==> src/rtl/instr_execute_unit.sv <==
// rtl/instr_execute_unit.sv - nibble execute stage: register file, Z/C flags, PC redirect, output port
// Optional multiplier for opcode D is enabled by defining EXEC_MUL_EN.
module instr_execute_unit #(
  parameter int NUM_REGS = 16,
  parameter int PC_W     = 10
) (
  input  logic            clk,
  input  logic            rst,
  input  logic            instr_valid,
  input  logic [11:0]     instr,
  output logic            instr_ready,
  output logic            pc_load,
  output logic [PC_W-1:0] pc_target,
  input  logic [3:0]      in_data,
  output logic [3:0]      out_data,
  output logic            out_strobe,
  output logic            halted
);

  localparam int AW = (NUM_REGS > 1) ? $clog2(NUM_REGS) : 1;

  typedef enum logic [1:0] {IDLE, EXEC, HALT} state_t;

  state_t      state, state_n;
  logic [11:0] instr_q;
  logic [3:0]  regs [NUM_REGS];
  logic        z, c;

  logic [3:0]    op, fa, fb;
  logic [AW-1:0] ra, rb;
  logic [3:0]    va, vb;

  assign op = instr_q[11:8];
  assign fa = instr_q[7:4];
  assign fb = instr_q[3:0];
  assign ra = instr_q[4 +: AW];
  assign rb = instr_q[0 +: AW];
  assign va = regs[ra];
  assign vb = regs[rb];

  logic       wr_en, z_en, c_en, c_new, jump, taken, out_en;
  logic [3:0] res;
  logic [4:0] sum;
`ifdef EXEC_MUL_EN
  logic [7:0] prod;
`endif

  // Operands are read combinationally, so A==B sees the pre-op value on both sides.
  always_comb begin
    wr_en  = 1'b0;
    z_en   = 1'b0;
    c_en   = 1'b0;
    c_new  = c;
    jump   = 1'b0;
    taken  = 1'b0;
    out_en = 1'b0;
    res    = 4'h0;
    sum    = 5'h0;
`ifdef EXEC_MUL_EN
    prod   = 8'h0;
`endif
    case (op)
      4'h1: begin wr_en = 1'b1; res = fb; end
      4'h2: begin
        sum   = {1'b0, va} + {1'b0, vb};
        res   = sum[3:0];
        c_new = sum[4];
        wr_en = 1'b1; z_en = 1'b1; c_en = 1'b1;
      end
      4'h3: begin
        res   = va - vb;
        c_new = (va >= vb);
        wr_en = 1'b1; z_en = 1'b1; c_en = 1'b1;
      end
      4'h4: begin res = va & vb; wr_en = 1'b1; z_en = 1'b1; end
      4'h5: begin res = va | vb; wr_en = 1'b1; z_en = 1'b1; end
      4'h6: begin res = va ^ vb; wr_en = 1'b1; z_en = 1'b1; end
      4'h7: begin res = vb; wr_en = 1'b1; end
      4'h8: begin jump = 1'b1; taken = 1'b1; end
      4'h9: begin jump = 1'b1; taken = z; end
      4'hA: begin jump = 1'b1; taken = c; end
      4'hB: out_en = 1'b1;
      4'hC: begin res = in_data; wr_en = 1'b1; z_en = 1'b1; end
`ifdef EXEC_MUL_EN
      4'hD: begin
        prod  = {4'h0, va} * {4'h0, vb};
        res   = prod[3:0];
        c_new = |prod[7:4];
        wr_en = 1'b1; z_en = 1'b1; c_en = 1'b1;
      end
`endif
      default: ;
    endcase
  end

  always_comb begin
    state_n     = state;
    instr_ready = 1'b0;
    case (state)
      IDLE: begin
        instr_ready = 1'b1;
        if (instr_valid) state_n = EXEC;
      end
      EXEC:    state_n = (op == 4'hF) ? HALT : IDLE;
      HALT:    state_n = HALT;
      default: state_n = IDLE;
    endcase
  end

  assign halted = (state == HALT);

  always_ff @(posedge clk) begin
    if (rst) begin
      state      <= IDLE;
      instr_q    <= 12'h000;
      z          <= 1'b0;
      c          <= 1'b0;
      out_data   <= 4'h0;
      out_strobe <= 1'b0;
      pc_load    <= 1'b0;
      pc_target  <= '0;
      for (int i = 0; i < NUM_REGS; i++) regs[i] <= 4'h0;
    end else begin
      state      <= state_n;
      pc_load    <= 1'b0;
      out_strobe <= 1'b0;
      if (state == IDLE && instr_valid) instr_q <= instr;
      if (state == EXEC) begin
        if (wr_en) regs[ra] <= res;
        if (z_en)  z <= (res == 4'h0);
        if (c_en)  c <= c_new;
        if (jump) begin
          pc_target <= PC_W'({fa, fb, 2'b00});
          pc_load   <= taken;
        end
        if (out_en) begin
          out_data   <= va;
          out_strobe <= 1'b1;
        end
      end
    end
  end

endmodule

==> config.mk <==
export PLATFORM = sky130hd
export DESIGN_NAME = instr_execute_unit
export DESIGN_NICKNAME = d
export VERILOG_FILES = /design/src/rtl/instr_execute_unit.sv
export SDC_FILE = /design/constraint.sdc
export NUM_CORES = 1
export LEC_CHECK = 0
export CAP_MARGIN = 0
export CORE_AREA = 2 2 100 102
export CTS_BUF_LIST = sky130_fd_sc_hd__clkbuf_2
export DETAILED_ROUTE_END_ITERATION = 8
export DIE_AREA = 0 0 102 104
export PLACE_DENSITY = 0.84
export SLEW_MARGIN = 5
export SYNTH_ARGS = -nofsm -noshare
export SYNTH_HDL_FRONTEND = slang
export SYNTH_SLANG_ARGS = --single-unit
==> constraint.sdc <==
create_clock -name clk -period 7.1 [get_ports clk]
set_clock_uncertainty 0.05 [all_clocks]
set_input_delay 1.42 -clock clk [delete_from_list [all_inputs] [get_ports clk]]
set_output_delay 1.42 -clock clk [all_outputs]
set_load 0.05 [all_outputs]
After elaboration in Yosys (flattened, before gate mapping)
Memories as Yosys holds them, arrays and structs flattened. A register that Yosys moved wholly into a read port is not among the register bits.
Index checks and enable logic that the tools add are counted.
{"block": "word_totals", "reg_bits": 30, "latchBits": 0, "ramBits": 64, "romBits": 0, "inputBits": 19, "out_inout_bits": 18, "elab_cells": 74, "memories": 1}
{"block": "classes", "addsub": 2, "mul": 0, "div_mod_pow": 0, "n_lt_le_gt_ge": 1, "eq_ne": 16, "shift": 0, "mux": 26, "n_bitwise": 5, "n_reduce_logical": 15}
{"memory": "regs", "depth": 16, "word_bits": 4, "rd": 2, "rd_ports_with_merged_regs": 2, "wr": 16, "line_no": "26", "source": "logic [3:0] regs [NUM_REGS];"}
{"cell": "case mux 4 bit (8 select lines)", "count": 1}
{"cell": "equality test 4 bit, second input constant", "count": 6}
{"cell": "2-to-1 mux 4 bit", "count": 6}
{"cell": "equality test 4 x 3 -> 1 bit, second input constant", "count": 4}
{"cell": "2-to-1 mux 1 bit", "count": 14}
{"cell": "equality test 4 x 2 -> 1 bit, second input constant", "count": 2}
{"cell": "OR reduction 8 bit", "count": 1}
{"cell": "case mux 2 bit (3 select lines)", "count": 1}
{"cell": "AND reduction 2 bit", "count": 3}
{"cell": "OR reduction 3 bit", "count": 2}
{"cell": "OR reduction 6 bit", "count": 1}
{"cell": "adder 4 x 4 -> 5 bit", "count": 1}
{"cell": "bitwise AND 4 bit", "count": 1}
{"cell": "equality test 4 x 1 -> 1 bit, second input constant", "count": 1}
{"cell": ">= comparator 4 bit", "count": 1}
{"cell": "logical NOT 4 bit", "count": 1}
{"cell": "2-to-1 mux 2 bit", "count": 2}
{"cell": "OR 4 bit", "count": 1}
{"cell": "OR reduction 2 bit", "count": 2}
{"cell": "OR reduction 4 bit", "count": 1}
{"cell": "subtractor 4 bit", "count": 1}
{"cell": "bitwise XOR 4 bit", "count": 1}
{"cell": "case mux 1 bit (3 select lines)", "count": 1}
{"cell": "AND reduction 3 bit", "count": 1}
{"cell": "other kinds (8)", "count": 9}

Depth between registers and ports, before layout
{"block": "logic_depth", "word_depth": 9, "ltp_mapped": 16}

Worst setup path after synthesis
Ideal clock, no wire load.
{"block": "synth_path", "kind": "register -> register", "from": "reg with a tool-made name", "to": "mem regs[12][1] (data pin)", "t_arrival_ns": 3.538, "required_ns": 6.791, "slack_ns": 3.252, "path_stages_with_launch": 15, "path_buffers": 3, "period_less_slack_ns": 3.848, "path_cell_list": "dfxtp_1 buf_2 buf_4 mux4_2 mux4_2 clkinv_1 ha_1 inv_1 fa_1 and3_1 o21ai_0 a21oi_1 a2111oi_4 buf_4 nor2_1"}
{"element": "end, declared", "line_no": "26"}

==> metrics.md <==
| Metric | Value |
|---|---|
| Routed Antenna Nets | `0` |
| Yosys warns | `0` |
| Final setup fails | `0` |
| Sequential area share after synthesis | `0.488` |
| DRT iter0 DRCs | `458` |
| Synth-to-Final Area Change | `8.01%` |
| Max VDD drop | `0.143 mV` |
| Chip width | `102 um` |
| Worst slew pin tran | `1.26 ns` |
| DR vias | `4004` |
| Hpwl dp | `9.87 mm` |
| Setup TNS | `0 ns` |
| Synth async-reset ratio | `0` |
| Skew-Pair Late Insertion Delay | `0.63 ns` |
| Layout cells sized above 1 | `0.0957` |
| Leak | `0.00209 uW` |
| Gr ovfl total | `0` |
| Cell family with most CP delay | `compound AO/OA/AOI/OAI gates` |
| Fin crit share | `0.706` |
| RSZ-0062 raised after global routing | `no` |
| Top cell type's share of synthesized area | `0.349` |
| Normalized max-slew margin | `0.158` |
| First-pass GRT wire length | `21.1 mm` |
| # Max-Cap Violations | `0` |
| Clk sinks | `102` |
| Worst-path clk slew | `0.31 ns` |
| Vias per inst | `6.21` |
| Library cells used by synthesis | `61` |
| CP max stage delay | `1.09 ns` |
| Synthesis-stage register bit count | `102` |
| Number of port buffers | `34` |
| Die Ht | `104 um` |
| Std-Cell Rows | `36` |
| Worst setup margin | `2.09 ns` |
| I/O pin count | `37` |
| CTS max path bufs | `2` |
| Minimum hold slack | `0.476 ns` |
| Drt pass-1 iters | `7` |
| Critical path data required time | `7.39 ns` |
| Crit start category | `register` |
| Fmax | `200 MHz` |
| Crit path max fanout | `17` |
| Critical path cell sequence | `mux4_2 > mux4_2 > clkinv_1 > ha_1 > inv_1 > fa_1 > and3_1 > o21ai_0 > a21oi_1 > a2111oi_4 > nor2_1` |
| Final-stage net count | `540` |
| Crit path top cell by count | `mux4_2` |
| Buf/Inv on CP | `2` |
| Synth area leaders | `edfxtp_1, dfxtp_1, mux4_2` |
| Post-Layout Cell Count | `645` |
| CTS tree | `built` |
| Postcts setup bufs | `0` |
| H-tree depth | `3` |
| Fillcell total | `781` |
| Antenna violations before repair | `0` |
| Min-Delay Path Class | `reg -> reg` |
| Number of global-route vias before repair | `3918` |
| Gpl congestion | `0.980` |
| Synth Flop Type | `edfxtp_1` |
| Power per cell area | `193 nW/um2` |
| Post-Route WL | `13.2 mm` |
| Most frequent cell after synthesis | `nor2_1` |
| Top cell type by total area after synthesis | `edfxtp_1` |
| Outcome | `finished, final reports clean` |
| Clock root cell | `clkbuf_2` |
| Setup crit end kind | `register` |
| Routed wire per std cell | `20.5 um` |
| Post-Syn Area | `5500 um2` |
| Diodes inserted | `0` |
| Die ar. | `10600 um2` |
| Global-route usage over all layers | `0.264` |
| Dpl ws | `2.09 ns` |
| PostCTS Resize Cnt | `0` |
| Synthesized instance count | `495` |
| Syn_area_per_cell | `11.1 um2` |
| Top cells by count, synth | `nor2_1, edfxtp_1, nand2_1, dfxtp_1, mux4_2` |
| Core area | `9550 um2` |
| Initial core utilization | `0.576` |
| Crit Path Class | `reg -> reg` |
| DRC Markers | `0` |
| EDFF count, synth | `64` |
| Crit path DAT | `5.30 ns` |
| Final Hold Viols | `0` |
| Pin count of the biggest net entering global routing | `48` |
| Placed Cells incl. Taps | `629` |
| CTS Hold Buffers Added | `0` |
| Crit path time final | `5.01 ns` |
| Total CTS buffers | `9` |
| Final Max Tran Viols | `0` |
| Critical path's slowest cell | `a2111oi_4` |
==> metrics by stage <==
stage	power, uW	instance area, um2	utilization
finish	1150	5940	0.622
global route	1190	5940	0.622
CTS	1140	5940	0.622
detailed placement	884	5830	0.610
global placement	875	5830	0.610
floorplan	829	5500	-
==> logic make-up (layout without fill, tap and decap cells) <==
logic type      count (synthesis)  count (layout)  share of synthesized area
fa+ha+maj                      14              14                     0.0346
buf+inv                        52              68                     0.0462
simple gates                  212             212                      0.177
compound gates                 59              59                     0.0705
flops                         102             102                      0.488
other cells                     1               2                   0.000682
mux                            54              54                      0.182
xor+xnor                        1               1                    0.00159
==> sequential cells by signal, summed over array words and instances (netlist names), named ones only <==
signal	count
out_strobe	1
c	1
state	2
regs	64
out_data	4
z	1
pc_load	1
pc_target	8
instr_q	12
==> cell type report <==
cell class / instances / area (um2) / share of cell area
Sequential cell: 102 / 2680 / 0.452
Clock inverter: 7 / 67.6 / 0.0114
Clock buffer: 9 / 45.0 / 0.00758
Inverter: 17 / 63.8 / 0.0107
Tap cell: 133 / 166 / 0.0280
Timing Repair Buffer: 35 / 348 / 0.0586
Multi-Input combinational cell: 342 / 2570 / 0.432
==> routing by layer <==
| metal | global-route usage | share of wire |
|---|---|---|
| met4 | 0.107 | 0.041 |
| met2 | 0.426 | 0.50 |
| met3 | 0.0423 | 0.072 |
| met5 | 0 | 0 |
| met1 | 0.355 | 0.39 |
==> where the power goes <==
part	internal (uW)	switching [uW]	total (uW)	leakage [uW]
logic	82.8	107	190	0.00105
registers	650	35.9	686	0.000970
clock network	55.6	217	273	0.0000667
total	789	360	1150	0.00209
==> cells in the final DEF, fill, tap and decap left out, types with 4 or more instances in the layout <==
master / instances
nor3_1: 4
o21ai_0: 9
dfxtp_1: 38
clkinv_1: 5
mux4_1: 8
inv_1: 13
clkdlybuf4s50_1: 34
ha_1: 12
nand3_1: 9
nand2_1: 56
a21oi_1: 24
edfxtp_1: 64
o211ai_1: 4
clkbuf_2: 9
nor2b_1: 5
nor2_1: 99
mux4_2: 26
mux2i_1: 18
nand2b_1: 17
==> worst register-to-register path, stage by stage, from the launching register on <==
cell and delay (ns):
dfxtp_1 1.06, mux4_2 0.64, mux4_2 0.53, clkinv_1 0.11, ha_1 0.19, inv_1 0.06
fa_1 0.42, and3_1 0.19, o21ai_0 0.17, a21oi_1 0.13, a2111oi_4 1.09, nor2_1 0.14
==> final timing paths <==
kind,from,to,slack (ns),cells past startpoint
max,register,regs[13][1]$_SDFFCE_PN0P_,2.09,11
max reg2reg,register,regs[13][1]$_SDFFCE_PN0P_,2.09,11
min,instr_q[1]$_SDFFE_PP0P_,register,0.48,2
min reg2reg,instr_q[1]$_SDFFE_PP0P_,register,0.48,2
Power figures use the tool's default switching activity.
